[config.mk]
export PLATFORM = sky130hd
export DESIGN_NAME = branch_resolver
export DESIGN_NICKNAME = d
export VERILOG_FILES = /design/src/rtl/branch_resolver.sv
export SDC_FILE = /design/constraint.sdc
export NUM_CORES = 1
export LEC_CHECK = 0
export ABC_AREA = 1
export CORE_MARGIN = 10
export CORE_UTILIZATION = 40
export CTS_CLUSTER_SIZE = 16
export DETAILED_ROUTE_END_ITERATION = 10
export GPL_TIMING_DRIVEN = 1
export HOLD_SLACK_MARGIN = 0.03
export SYNTH_ARGS = -nofsm -noshare
export SYNTH_HDL_FRONTEND = slang
export SYNTH_SLANG_ARGS = --single-unit
[constraint.sdc]
create_clock -name i_clk -period 5.4 [get_ports i_clk]
set_input_delay 1.08 -clock i_clk [delete_from_list [all_inputs] [get_ports i_clk]]
set_output_delay 1.08 -clock i_clk [all_outputs]
set_load 0.02 [all_outputs]
[src/rtl/branch_resolver.sv]
// Branch/jump resolver: decodes the RV32I branch condition, computes the next-PC redirect and link,
// traps misaligned targets and keeps saturating branch performance counters.
module branch_resolver #(
  parameter int unsigned CNT_W = 32
) (
  input  logic             i_clk,
  input  logic             i_rst_n,
  input  logic             i_valid,
  output logic             o_ready,
  input  logic             i_is_branch,
  input  logic             i_is_jal,
  input  logic             i_is_jalr,
  input  logic [2:0]       i_funct3,
  input  logic [31:0]      i_pc,
  input  logic [31:0]      i_imm,
  input  logic [31:0]      i_rs1_data,
  output logic             o_br_un,
  input  logic             i_br_less,
  input  logic             i_br_equal,
  output logic             o_redirect,
  output logic [31:0]      o_target,
  output logic [31:0]      o_link,
  output logic             o_illegal,
  output logic             o_misalign,
  input  logic             i_trap_ack,
  input  logic             i_cnt_clr,
  output logic [CNT_W-1:0] o_br_total_cnt,
  output logic [CNT_W-1:0] o_br_taken_cnt
);

  localparam int unsigned XLEN = 32;

  typedef enum logic [1:0] {
    IDLE   = 2'd0,
    RESULT = 2'd1,
    EXCEPT = 2'd2
  } state_t;

  state_t           r_state;
  state_t           w_state_nxt;

  logic             r_redirect;
  logic             r_illegal;
  logic             r_misalign;
  logic [XLEN-1:0]  r_target;
  logic [XLEN-1:0]  r_link;
  logic [CNT_W-1:0] r_total_cnt;
  logic [CNT_W-1:0] r_taken_cnt;

  logic             w_accept;
  logic             w_cond;
  logic             w_illegal;
  logic             w_taken;
  logic             w_misalign;
  logic             w_redirect;
  logic [XLEN-1:0]  w_seq_pc;
  logic [XLEN-1:0]  w_jump_tgt;
  logic [XLEN-1:0]  w_target;
  logic [XLEN-1:0]  w_link;

  assign w_accept = i_valid && (r_state == IDLE);
  assign o_br_un  = i_funct3[1];

  // Branch condition from the comparator flags; 010/011 are reserved and never taken.
  always_comb begin
    w_cond = 1'b0;
    unique case (i_funct3)
      3'b000:         w_cond = i_br_equal;
      3'b001:         w_cond = !i_br_equal;
      3'b100, 3'b110: w_cond = i_br_less;
      3'b101, 3'b111: w_cond = !i_br_less;
      default:        w_cond = 1'b0;
    endcase
  end

  assign w_illegal  = i_is_branch && (i_funct3[2:1] == 2'b01);
  assign w_taken    = i_is_jal || i_is_jalr || (i_is_branch && w_cond);
  assign w_seq_pc   = i_pc + XLEN'(4);
  assign w_jump_tgt = i_is_jalr ? ((i_rs1_data + i_imm) & ~XLEN'(1)) : (i_pc + i_imm);
  assign w_target   = w_taken ? w_jump_tgt : w_seq_pc;
  assign w_misalign = w_taken && (w_target[1:0] != 2'b00);
  assign w_redirect = w_taken && !w_misalign;
  assign w_link     = (i_is_jal || i_is_jalr) ? w_seq_pc : '0;

  always_ff @(posedge i_clk or negedge i_rst_n) begin
    if (!i_rst_n) begin
      r_state <= IDLE;
    end else begin
      r_state <= w_state_nxt;
    end
  end

  always_comb begin
    w_state_nxt = r_state;
    unique case (r_state)
      IDLE:    if (w_accept) w_state_nxt = RESULT;
      RESULT:  w_state_nxt = r_misalign ? EXCEPT : IDLE;
      EXCEPT:  if (i_trap_ack) w_state_nxt = IDLE;
      default: w_state_nxt = IDLE;
    endcase
  end

  // Result registers: loaded on accept, pulses dropped after RESULT, misalign held until ack.
  always_ff @(posedge i_clk or negedge i_rst_n) begin
    if (!i_rst_n) begin
      r_redirect <= 1'b0;
      r_illegal  <= 1'b0;
      r_misalign <= 1'b0;
      r_target   <= '0;
      r_link     <= '0;
    end else if (w_accept) begin
      r_redirect <= w_redirect;
      r_illegal  <= w_illegal;
      r_misalign <= w_misalign;
      r_target   <= w_target;
      r_link     <= w_link;
    end else if (r_state == RESULT) begin
      r_redirect <= 1'b0;
      r_illegal  <= 1'b0;
      r_link     <= '0;
    end else if ((r_state == EXCEPT) && i_trap_ack) begin
      r_misalign <= 1'b0;
    end
  end

  // Saturating performance counters; clear has priority over increment.
  always_ff @(posedge i_clk or negedge i_rst_n) begin
    if (!i_rst_n) begin
      r_total_cnt <= '0;
      r_taken_cnt <= '0;
    end else if (i_cnt_clr) begin
      r_total_cnt <= '0;
      r_taken_cnt <= '0;
    end else if (w_accept && i_is_branch) begin
      if (r_total_cnt != '1) r_total_cnt <= r_total_cnt + CNT_W'(1);
      if (w_taken && (r_taken_cnt != '1)) r_taken_cnt <= r_taken_cnt + CNT_W'(1);
    end
  end

  assign o_ready        = (r_state == IDLE);
  assign o_redirect     = r_redirect;
  assign o_illegal      = r_illegal;
  assign o_misalign     = r_misalign;
  assign o_target       = r_target;
  assign o_link         = r_link;
  assign o_br_total_cnt = r_total_cnt;
  assign o_br_taken_cnt = r_taken_cnt;

endmodule
# Yosys cells after proc, flatten, opt, wreduce, memory -nomap -nowiden
# Cells that the tools add are included.
# classes
eq_ne,13
addsub,5
n_reduce_logical,27
n_mux,22
# ops
operator,n
32-bit 2-to-1 mux,11
32-bit by 1-bit adder with 32-bit output (second input constant),2
32-bit adder,2
32-bit != test (second input constant),2
32-bit by 3-bit adder with 32-bit output (second input constant),1
3-bit == test (second input constant),4
2-bit nonzero test,6
1-bit logical AND,8
2-bit AND reduction,4
1-bit 2-to-1 mux,6
2-bit 2-to-1 mux,3
2-bit case mux with 3 select lines,1
2-bit by 1-bit == test with 1-bit output (second input constant),2
2-bit != test (second input constant),2
1-bit case mux with 4 select lines,1
2-bit OR reduction,2
3-bit by 1-bit == test with 1-bit output (second input constant),1
1-bit logical NOT,3
3-bit logical NOT,1
2-bit == test (second input constant),1
2-bit logical NOT,1
1-bit logical OR,2
2-bit by 1-bit != test with 1-bit output (second input constant),1
# totals
in_bits,109
wordCells,75
out_inout_bits,133
regBits,133

# Depth between registers and ports, before layout
# Gate-level depths: netlist of the first run.
# depth
ltp_word,11
depth_mapped,16
depth_no_buf,16

# Least setup slack after synthesis of the first run
# OpenSTA, ideal clock, no wires.
# synth_timing
path_kind,input to register
start,in i_pc[0]
end,reg r_target[30] (netlist: o_target[30])
arrival_ns,2.546
path_slack_ns,2.737
setup_time_ns,0.117
path_buffers,0
stages,14
required_ns,5.283
path_cell_list,ha_1 > fa_1 > nand3_1 > nand3_1 > nand2_1 > nand2_1 > nand2_1 > nand2_1 > nand2_1 > nand3_1 > nand3_1 > nand2_1 > nand2_1 > nand2_1
# synth_via
elab_chain_cells,3
elab_cells_between_ends,4
cone_classes,add/sub (2); mux (2)
# synth_rtl
item,line_no,text
start: declaration,14,"input logic [31:0] i_pc,"
32-bit adder,79,assign w_jump_tgt = i_is_jalr ? ((i_rs1_data + i_imm) & ~XLEN'(1)) : (i_pc + i_imm);
32-bit 2-to-1 mux,79,
32-bit 2-to-1 mux (*),80,assign w_target = w_taken ? w_jump_tgt : w_seq_pc;
end signal: assignment,115,r_target <= w_target;
end: declaration,45,logic [XLEN-1:0] r_target;
# Mark *: on every way between the ends. The rest lies on a longest branch, timed or not.
# A chain may end at the register's enable or synchronous reset.

# Final worst setup path of the first run
# layout_timing
start,in i_pc[2]
end,reg r_target[24] (netlist: o_target[24])
# The elaborated chain is that of the path after synthesis.

==> results of run 1 <==
-- per-layer routing --
metal / track usage, % / up-vias
li1: - / 7271
met1: 31.2 / 6636
met2: 44.0 / 394
met3: 2.89 / 62
met4: 7.66 / 0
met5: 0 / -
-- worst reg2reg max path, cell delays in order (launching register included) --
cell and delay (ns):
dfrtp_1 0.40, ha_1 0.32, nand3_2 0.19, inv_2 0.09, nand2_1 0.11, nor2_1 0.20, nand3_1 0.12, nand2_2 0.27
buf_4 0.34, inv_2 0.21, nand2_1 0.13, o21bai_1 0.07, nand2_1 0.06, nor2_1 0.04
-- report_power, final --
group,switching (W),internal (W)
registers,0.000159,0.00122
logic,0.00124,0.000792
clock network,0.000452,0.000665
-- cells in the mapped netlist, drive strengths merged (4+ instances only) --
cell,n
nand2,738
inv,337
nor2,213
nand3,199
dfrtp,133
o21ai,92
a21oi,72
ha,64
nand4,52
nor3,52
xor2,33
buf,28
o31ai,20
xnor2,19
clkbuf,18
o211ai,11
nand3b,10
o21bai,10
nor4,5
or2,5
o21a,4
o22ai,4
-- metrics by stage --
stage / total power (W) / worst slack, ns / cell area [sq um]
3_5_place_dp: 0.00344 / 1.64 / 15500
4_1_cts: 0.00457 / 2.09 / 16100
3_3_place_gp: 0.00343 / 1.65 / 15500
5_1_grt: 0.00480 / 1.88 / 16100
2_1_floorplan: 0.00247 / 2.74 / 12800
6_report: 0.00454 / 1.99 / 16100
-- sequential cells by signal, summed over array words and instances (netlist names) --
| register | cells |
|---|---|
| o_br_total_cnt | 32 |
| o_misalign | 1 |
| o_redirect | 1 |
| o_link | 32 |
| o_illegal | 1 |
| o_target | 32 |
| o_br_taken_cnt | 32 |
| r_state | 2 |
-- path summary, 6_finish.rpt --
kind                       slack [ns]               from                 end  cells past startpoint
min                              0.49        o_target[5]         o_target[5]                      2
min in group asynchronous        0.72            i_rst_n  o_br_total_cnt[23]                      1
min reg2reg                      0.49        o_target[5]         o_target[5]                      2
max reg2reg                      2.74  o_br_total_cnt[0]  o_br_total_cnt[12]                     13
max in group asynchronous        3.48            i_rst_n          o_link[16]                      2
max                              1.99            i_pc[2]        o_target[24]                     11
-- cell families after synthesis --
family / share of synthesized area [%]
buffers and inverters: 11.8
AOI/OAI and AO/OA: 9.72
DFF: 26.0
xor gates and xnor gates: 3.56
adders and majority gates: 6.56
and+or+nand+nor: 42.3
-- cell type report --
class	count	area share, %
clock buffers	23	2.97
clock inverters	9	0.482
inverters	337	7.85
multi-input cells	1616	49.5
flip-flops and latches	133	20.7
well taps	402	3.12
repair buffers	250	15.4
==> results.cfg, run 1 <==
[yosys]
synth-edff-count = 0
yosysWarningCount = 0
seq_area_frac_synth_pct = 26.0
yosysUniqueCellTypes = 45
synth_ff_type = dfrtp_1
synth.avg_cell_area_sq_um = 6.01
syn_inst = 2132
synth_seq_cells = 133
synth_top_area_cell = dfrtp_1
netlist_area_sq_um = 12800
synth_nets = 2307
synth_top_area_share_pct = 26.0
synth_area_leaders = dfrtp_1 (26%), nand2_1 (21%), inv_1 (9.8%)
synth-async-reset-ratio_pct = 100

[routing]
ant_nets = 0
routed_wl_um = 49900
dr_wl_met2_um = 24500
dr_wl_met3_um = 2430
drc = 0
num_vias = 14363
drt-met1-wl_um = 21800
dr.pass1.iters = 5
drtIter0Drc = 897
wl_per_cell_um = 18.0
top_layer = met4
viasPerCell = 5.19

[finish]
syn_to_final_growth_pct = 25.7
final_util_pct = 51.0
fillCellCount = 3328
final_cell_mix = nand2_1 (730), inv_1 (333), clkdlybuf4s50_1 (240), nor2_1 (208), nand3_1 (197)
num_antenna_cells = 0
drive_above_1_share_pct = 3.21
multi_input_area_sq_um = 7970
fin_cells = 2770
final_common_cell = nand2_1
nets = 2530
final-seq-area_sq_um = 3330

[floorplan]
ios = 242
die_x_um = 199
rows = 65
start_util_pct = 40.6
fp.dieH_um = 199
dieArea_sq_um = 39600
coreArea_sq_um = 31600

[critical_path]
worst-path-buf-inv = 2
worstPathArrival_ns = 3.72
max_stage_delay_ns = 0.65
slowest_stage = clkdlybuf4s50_1
cp_common_cell = nor2_1
cp-end-kind = flop
cp_cell_sequence = clkdlybuf4s50_1, ha_1, nand3_1, nor2_1, inv_1, nor2_1, nand4_1, xor2_1, nor2_1, a21oi_1, nand2_1
crit_family = simple AND/OR/NAND/NOR gates
path_max_fanout = 7
start_kind = input port
worstPathRequired_ns = 5.71
critPathKind = in -> reg

[clock_tree]
cts.path.max_buffers = 2
clk_latency_ns = 0.43
clkSlewWorstSetupHoldPaths_ns = 0.06
cts_sinks = 133
cts_root_buf = clkbuf_16
cts-resized-gates = 0
cts_max_level = 4
cts_setup_buffers = 0
cts_hold_repair.buffers = 0
numCtsBuffers = 17
cts_tree = done

[global_route]
gr-usage-all-layers_pct = 25.0
antenna_found_initial = 0
grt_pass1_vias = 14054
grt_max_degree = 94
grt-ovfl-total = 0
grt_pass1_wl_um = 77200

[timing]
drv_slew = 0
fin_crit_ns = 3.41
finalHoldViolCount = 0
post-route-period-util_pct = 63.2
setup_violations = 0
max_slew_margin_pct = 14.0
tns_ns = 0
holdWs_ns = 0.487
rsz0062_at_grt = no
skew_ns = 0.0136
tightest_slew_ns = 1.27
fmax_mhz = 293

[worst_hold_path]
hp-class = reg -> reg

[power_and_ir_drop]
power.leakage_nw = 7.91
powerDensity_nw_per_um2 = 282
ir_worst_vdd_uv = 253

[job]
cap_violations = 0

[placed_design]
globalplace.congestion = 0.969
dp_hpwl_um = 41300
dp_cells = 2738
numPortBuffers = 241

[status]
status = finished, final reports clean
(Power assumes the default switching activity.)
==> run 2: changes to the inputs <==
- clock period: 5.4 -> 3.2 ns (I/O delays scaled with it)
==> run 2 against run 1 <==
  * Register-to-register slack got worse by 1.9 ns
  * Count of clock-buffer cells in the layout decreased by 4
  * Design area increased by 1.4%
  * Global-route usage decreased by 0.054 points
  * Critical path depth increased by 2
  * Routed wire length decreased by 0.20%
  * Core utilization increased by 0.71 points
  * Sequential share of layout area decreased by 0.28 points
  * Largest power group unchanged
==> results.cfg, run 2 (same netlist as run 1, synthesis figures left out) <==
[routing]
routed_wl_um = 49800
ant_nets = 0
dr.pass1.iters = 5
drc = 0
viasPerCell = 5.15
drtIter0Drc = 896
wl_per_cell_um = 17.8
num_vias = 14375

[placed_design]
dp_cells = 2758
globalplace.congestion = 1.00
dp_hpwl_um = 41400
post_dp_cell_area_sq_um = 15700
numPortBuffers = 241

[worst_hold_path]
hp-class = in -> async

[finish]
design_area_sq_um = 16300
fillCellCount = 3282
fin_cells = 2792
syn_to_final_growth_pct = 27.5
nets = 2550
final_cell_mix = nand2_1 (730), inv_1 (333), clkdlybuf4s50_1 (240), nor2_1 (208), nand3_1 (197)
final_common_cell = nand2_1
drive_above_1_share_pct = 4.10

[clock_tree]
cts.path.max_buffers = 2
cts_root_buf = clkbuf_16
cts-resized-gates = 0
clk_latency_ns = 0.43
clkSlewWorstSetupHoldPaths_ns = 0.07
cts_sinks = 133
cts_tree = done
cts_hold_repair.buffers = 0
numCtsBuffers = 17
cts_max_level = 4
cts_setup_buffers = 0

[critical_path]
start_kind = input port
worstPathArrival_ns = 3.16
slowest_stage = clkdlybuf4s50_1
max_stage_delay_ns = 0.50
crit_family = simple AND/OR/NAND/NOR gates
cp-end-kind = flop
path_max_fanout = 5
cp_cell_sequence = clkdlybuf4s50_1, ha_1, nand2_1, nor2_1, inv_1, nor3_1, nand2_1, nand2_1, nand2_1, nand3_1, nand2_1, nand2_1, nand2_1
worstPathRequired_ns = 3.53
worst-path-buf-inv = 2
cp_common_cell = nand2_1
critPathKind = in -> reg

[floorplan]
start_util_pct = 40.6
dieArea_sq_um = 39600
ios = 242
coreArea_sq_um = 31600
rows = 65
fp.dieH_um = 199
die_x_um = 199

[power_and_ir_drop]
p_int_w = 0.00468
switching_share_pct = 40.3
p_total_w = 0.00783
combPwrFrac_pct = 44.4
power_frac_seq_pct = 29.7
power.leakage_nw = 8.05
power.share.clock_pct = 25.9
switchingPower_w = 0.00316
powerDensity_nw_per_um2 = 480
ir_worst_vdd_uv = 341

[timing]
drv_slew = 0
tns_ns = 0
max_slew_margin_pct = 34.2
finalHoldViolCount = 0
tightest_slew_ns = 0.986
post-route-period-util_pct = 88.6
fmax_mhz = 353
setup_violations = 0
fin_crit_ns = 2.83
rsz0062_at_grt = no
skew_ns = 0.00923

[global_route]
grt_pass1_vias = 13924
grt_pass1_wl_um = 76900
gr-usage-all-layers_pct = 25.0
grt_max_degree = 65
antenna_found_initial = 2
grt-ovfl-total = 0

[status]
status = finished, final reports clean

[job]
cap_violations = 0
run 2: cell count changes in the layout (fill, tap and decap cells not counted), sizes merged:
| cell | previous run | this run |
|---|---|---|
| buf | 10 | 30 |
| clkbuf | 23 | 19 |
| bufinv | 1 | 3 |
| clkinv | 5 | 7 |
| diode | 0 | 2 |
| clkinvlp | 3 | 2 |
| inv | 337 | 338 |
run 2: metal layers:
| layer | track usage [%] | wire [um] | vias up | part of all wire [%] |
|---|---|---|---|---|
| met1 | 30.7 | 21000 | 6559 | 42 |
| li1 | - | - | 7304 | - |
| met5 | 0 | 0 | - | 0 |
| met2 | 43.4 | 24300 | 436 | 49 |
| met3 | 3.02 | 2860 | 76 | 5.7 |
| met4 | 9.72 | 1640 | 0 | 3.3 |
run 2: power by group through the flow:
stage / clock [W] / sequential (W) / combinational [W]
final: 0.00203 / 0.00233 / 0.00348
after global placement: 0 / 0.00234 / 0.00347
after detailed placement: 0 / 0.00236 / 0.00349
after CTS: 0.00206 / 0.00233 / 0.00350
after floorplan: 0 / 0.00276 / 0.00141
after global routing: 0.00214 / 0.00237 / 0.00378
run 2: final timing paths:
path | start | endpoint | slack (ns) | cells after the start
max in group asynchronous | i_rst_n | o_br_taken_cnt[0] | 2.26 | 2
min in group i_clk | o_target[0] | o_target[0] | 0.48 | 2
setup / recovery | i_imm[20] | o_target[27] | 0.37 | 13
hold / removal | i_rst_n | o_br_total_cnt[13] | 0.20 | 1
hold reg to reg | o_target[0] | o_target[0] | 0.48 | 2
setup reg to reg | o_br_total_cnt[0] | o_br_total_cnt[12] | 0.85 | 12
run 2: metrics by stage:
step	hold slack (ns)	worst slack [ns]	utilization, %
finish	0.197	0.366	51.7
global route	0.247	0.185	51.7
CTS	0.219	0.400	51.7
global placement	0.468	-0.0509	49.8
floorplan	0.344	0.977	-
detailed placement	0.469	-0.0607	49.8
run 2: final cells by class:
cell class                      instances  area (sq um)  area share, %
Antenna cell                            2          5.00         0.0306
Clock buffer                           19           443           2.71
Clock inverter                         13           156          0.958
Inverter                              337          1260           7.75
Multi-Input combinational cell       1616          7970           48.8
Sequential cell                       133          3330           20.4
Tap cell                              402           503           3.08
Timing Repair Buffer                  270          2660           16.3
==> run 3: changes to the inputs <==
- CORE_MARGIN: 10 -> default
- clock period: 3.2 -> 3.3 ns (I/O delays scaled with it)
==> run 3 against run 2 <==
  * Non-clock buffer count decreased by 6
  * Via count grew 0.31%
  * Core utilization decreased by 0.32 points
  * Global-route usage up 4.2 points
  * Count of clock-buffer cells in the layout decreased by 1
  * Die area is 17% lower
  * First-iteration DRC count grew 13%
  * Critical path depth is 1 higher
==> results.cfg, run 3 (same netlist as run 1, synthesis figures left out) <==
[global_route]
grt_busiest_layer = met2
met1_usage_pct = 36.9
grt_pass1_wl_um = 73900
antenna_found_initial = 1
grtUsageMet2_pct = 51.6
grt_pass1_vias = 13745
gr-usage-all-layers_pct = 29.1
use_met3_pct = 2.44
grt_max_degree = 68
grt-ovfl-total = 0

[power_and_ir_drop]
ir_worst_vdd_uv = 395
powerDensity_nw_per_um2 = 457
power.leakage_nw = 7.99

[clock_tree]
cts_root_buf = clkbuf_16
cts-resized-gates = 0
cts_sinks = 133
cts.path.max_buffers = 2
cts_max_level = 4
cts_hold_repair.buffers = 0
cts_tree = done
clkSlewWorstSetupHoldPaths_ns = 0.06
clk_latency_ns = 0.43
numCtsBuffers = 17
cts_setup_buffers = 0

[timing]
finalHoldViolCount = 0
tightest_slew_ns = 0.695
drv_slew = 0
fin_crit_ns = 2.74
tns_ns = 0
max_slew_margin_pct = 53.6
fmax_mhz = 365
rsz0062_at_grt = no
setup_violations = 0
skew_ns = 0.00981
setup_ws_ns = 0.559
post-route-period-util_pct = 83.0

[finish]
final_cell_mix = nand2_1 (730), inv_1 (333), clkdlybuf4s50_1 (240), nor2_1 (208), nand3_1 (197)
fillCellCount = 3344
nets = 2544
drive_above_1_share_pct = 3.86
final_common_cell = nand2_1
design_area_sq_um = 16200
fin_cells = 2785
syn_to_final_growth_pct = 26.7

[placed_design]
dp_cells = 2752
post-place-ws_ns = 0.129
post_dp_cell_area_sq_um = 15700
globalplace.congestion = 0.909
dp_hpwl_um = 39000
numPortBuffers = 241

[routing]
viasPerCell = 5.18
drtIter0Drc = 1014
num_vias = 14419
ant_nets = 0
drc = 0
dr.pass1.iters = 6
wl_per_cell_um = 17.2
routed_wl_um = 47800

[critical_path]
reg2reg_slack_ns = 0.82
worstPathArrival_ns = 3.06
rr_startpoint = o_br_total_cnt[0]
cp_cell_sequence = clkdlybuf4s50_1, ha_1, nand2_1, nor2_1, and3_1, nand2_1, nand2_1, nand2_1, nand2_1, nand2_1, nand3_1, nand2_1, nand2_1, nand2_1
critPathKind = in -> reg
worstPathRequired_ns = 3.62
start_kind = input port
reg2reg_depth = 12
cp-end-kind = flop
max_stage_delay_ns = 0.57
path_max_fanout = 4
worstReg2RegEnd = o_br_total_cnt[12]
cp_common_cell = nand2_1
slowest_stage = clkdlybuf4s50_1

[floorplan]
coreArea_sq_um = 31600
fp.dieH_um = 181
start_util_pct = 40.6
die_x_um = 181
dieArea_sq_um = 32700
rows = 65
ios = 242

[worst_hold_path]
hp-class = in -> async

[job]
cap_violations = 0

[status]
status = finished, final reports clean
## run 3: worst max-delay path, delay by kind of cell
kind                     cells  cell delay (ns)
adder cells (fa/ha/maj)      1             0.45
AND/OR/NAND/NOR             12             1.36
buffers and inverters        1             0.57
## run 3: layout make-up
cell class | count | area (sq um) | area share, %
Multi-Input combinational cell | 1616 | 7970 | 49.1
Sequential cell | 133 | 3330 | 20.5
Timing Repair Buffer | 264 | 2600 | 16.0
Inverter | 337 | 1260 | 7.79
Tap cell | 402 | 503 | 3.10
Clock buffer | 18 | 429 | 2.64
Clock inverter | 14 | 129 | 0.794
Antenna cell | 1 | 2.50 | 0.0154
## run 3: report_power, final
part,internal [W],switching (W),total [W]
clock,0.00104,0.000795,0.00184
sequential,0.00200,0.000257,0.00226
combinational,0.00131,0.00201,0.00332
total,0.00436,0.00307,0.00742
## run 3: worst max-delay path by stage
stage | startpoint | endpoint | slack (ns) | cells after the start
floorplan | i_pc[0] | o_target[30] | 1.06 | 14
global placement | i_pc[12] | o_target[21] | 0.13 | 14
detailed placement | i_pc[12] | o_target[21] | 0.13 | 14
CTS | i_pc[12] | o_target[21] | 0.57 | 14
global route | i_pc[12] | o_target[21] | 0.42 | 14
finish | i_pc[12] | o_target[21] | 0.56 | 14
## run 3: layer usage
layer	vias up	routed length (um)
met3	74	2100
met1	6615	20900
li1	7296	-
met4	0	1510
met5	-	0
met2	434	23200
## run 3: stage by stage
| stage | power, W | hold slack, ns | util, % |
|---|---|---|---|
| floorplan | 0.00405 | 0.364 | - |
| detailed placement | 0.00560 | 0.469 | 49.7 |
| global route | 0.00783 | 0.268 | 51.4 |
| finish | 0.00742 | 0.243 | 51.4 |
| global placement | 0.00557 | 0.465 | 49.7 |
| CTS | 0.00744 | 0.272 | 51.4 |
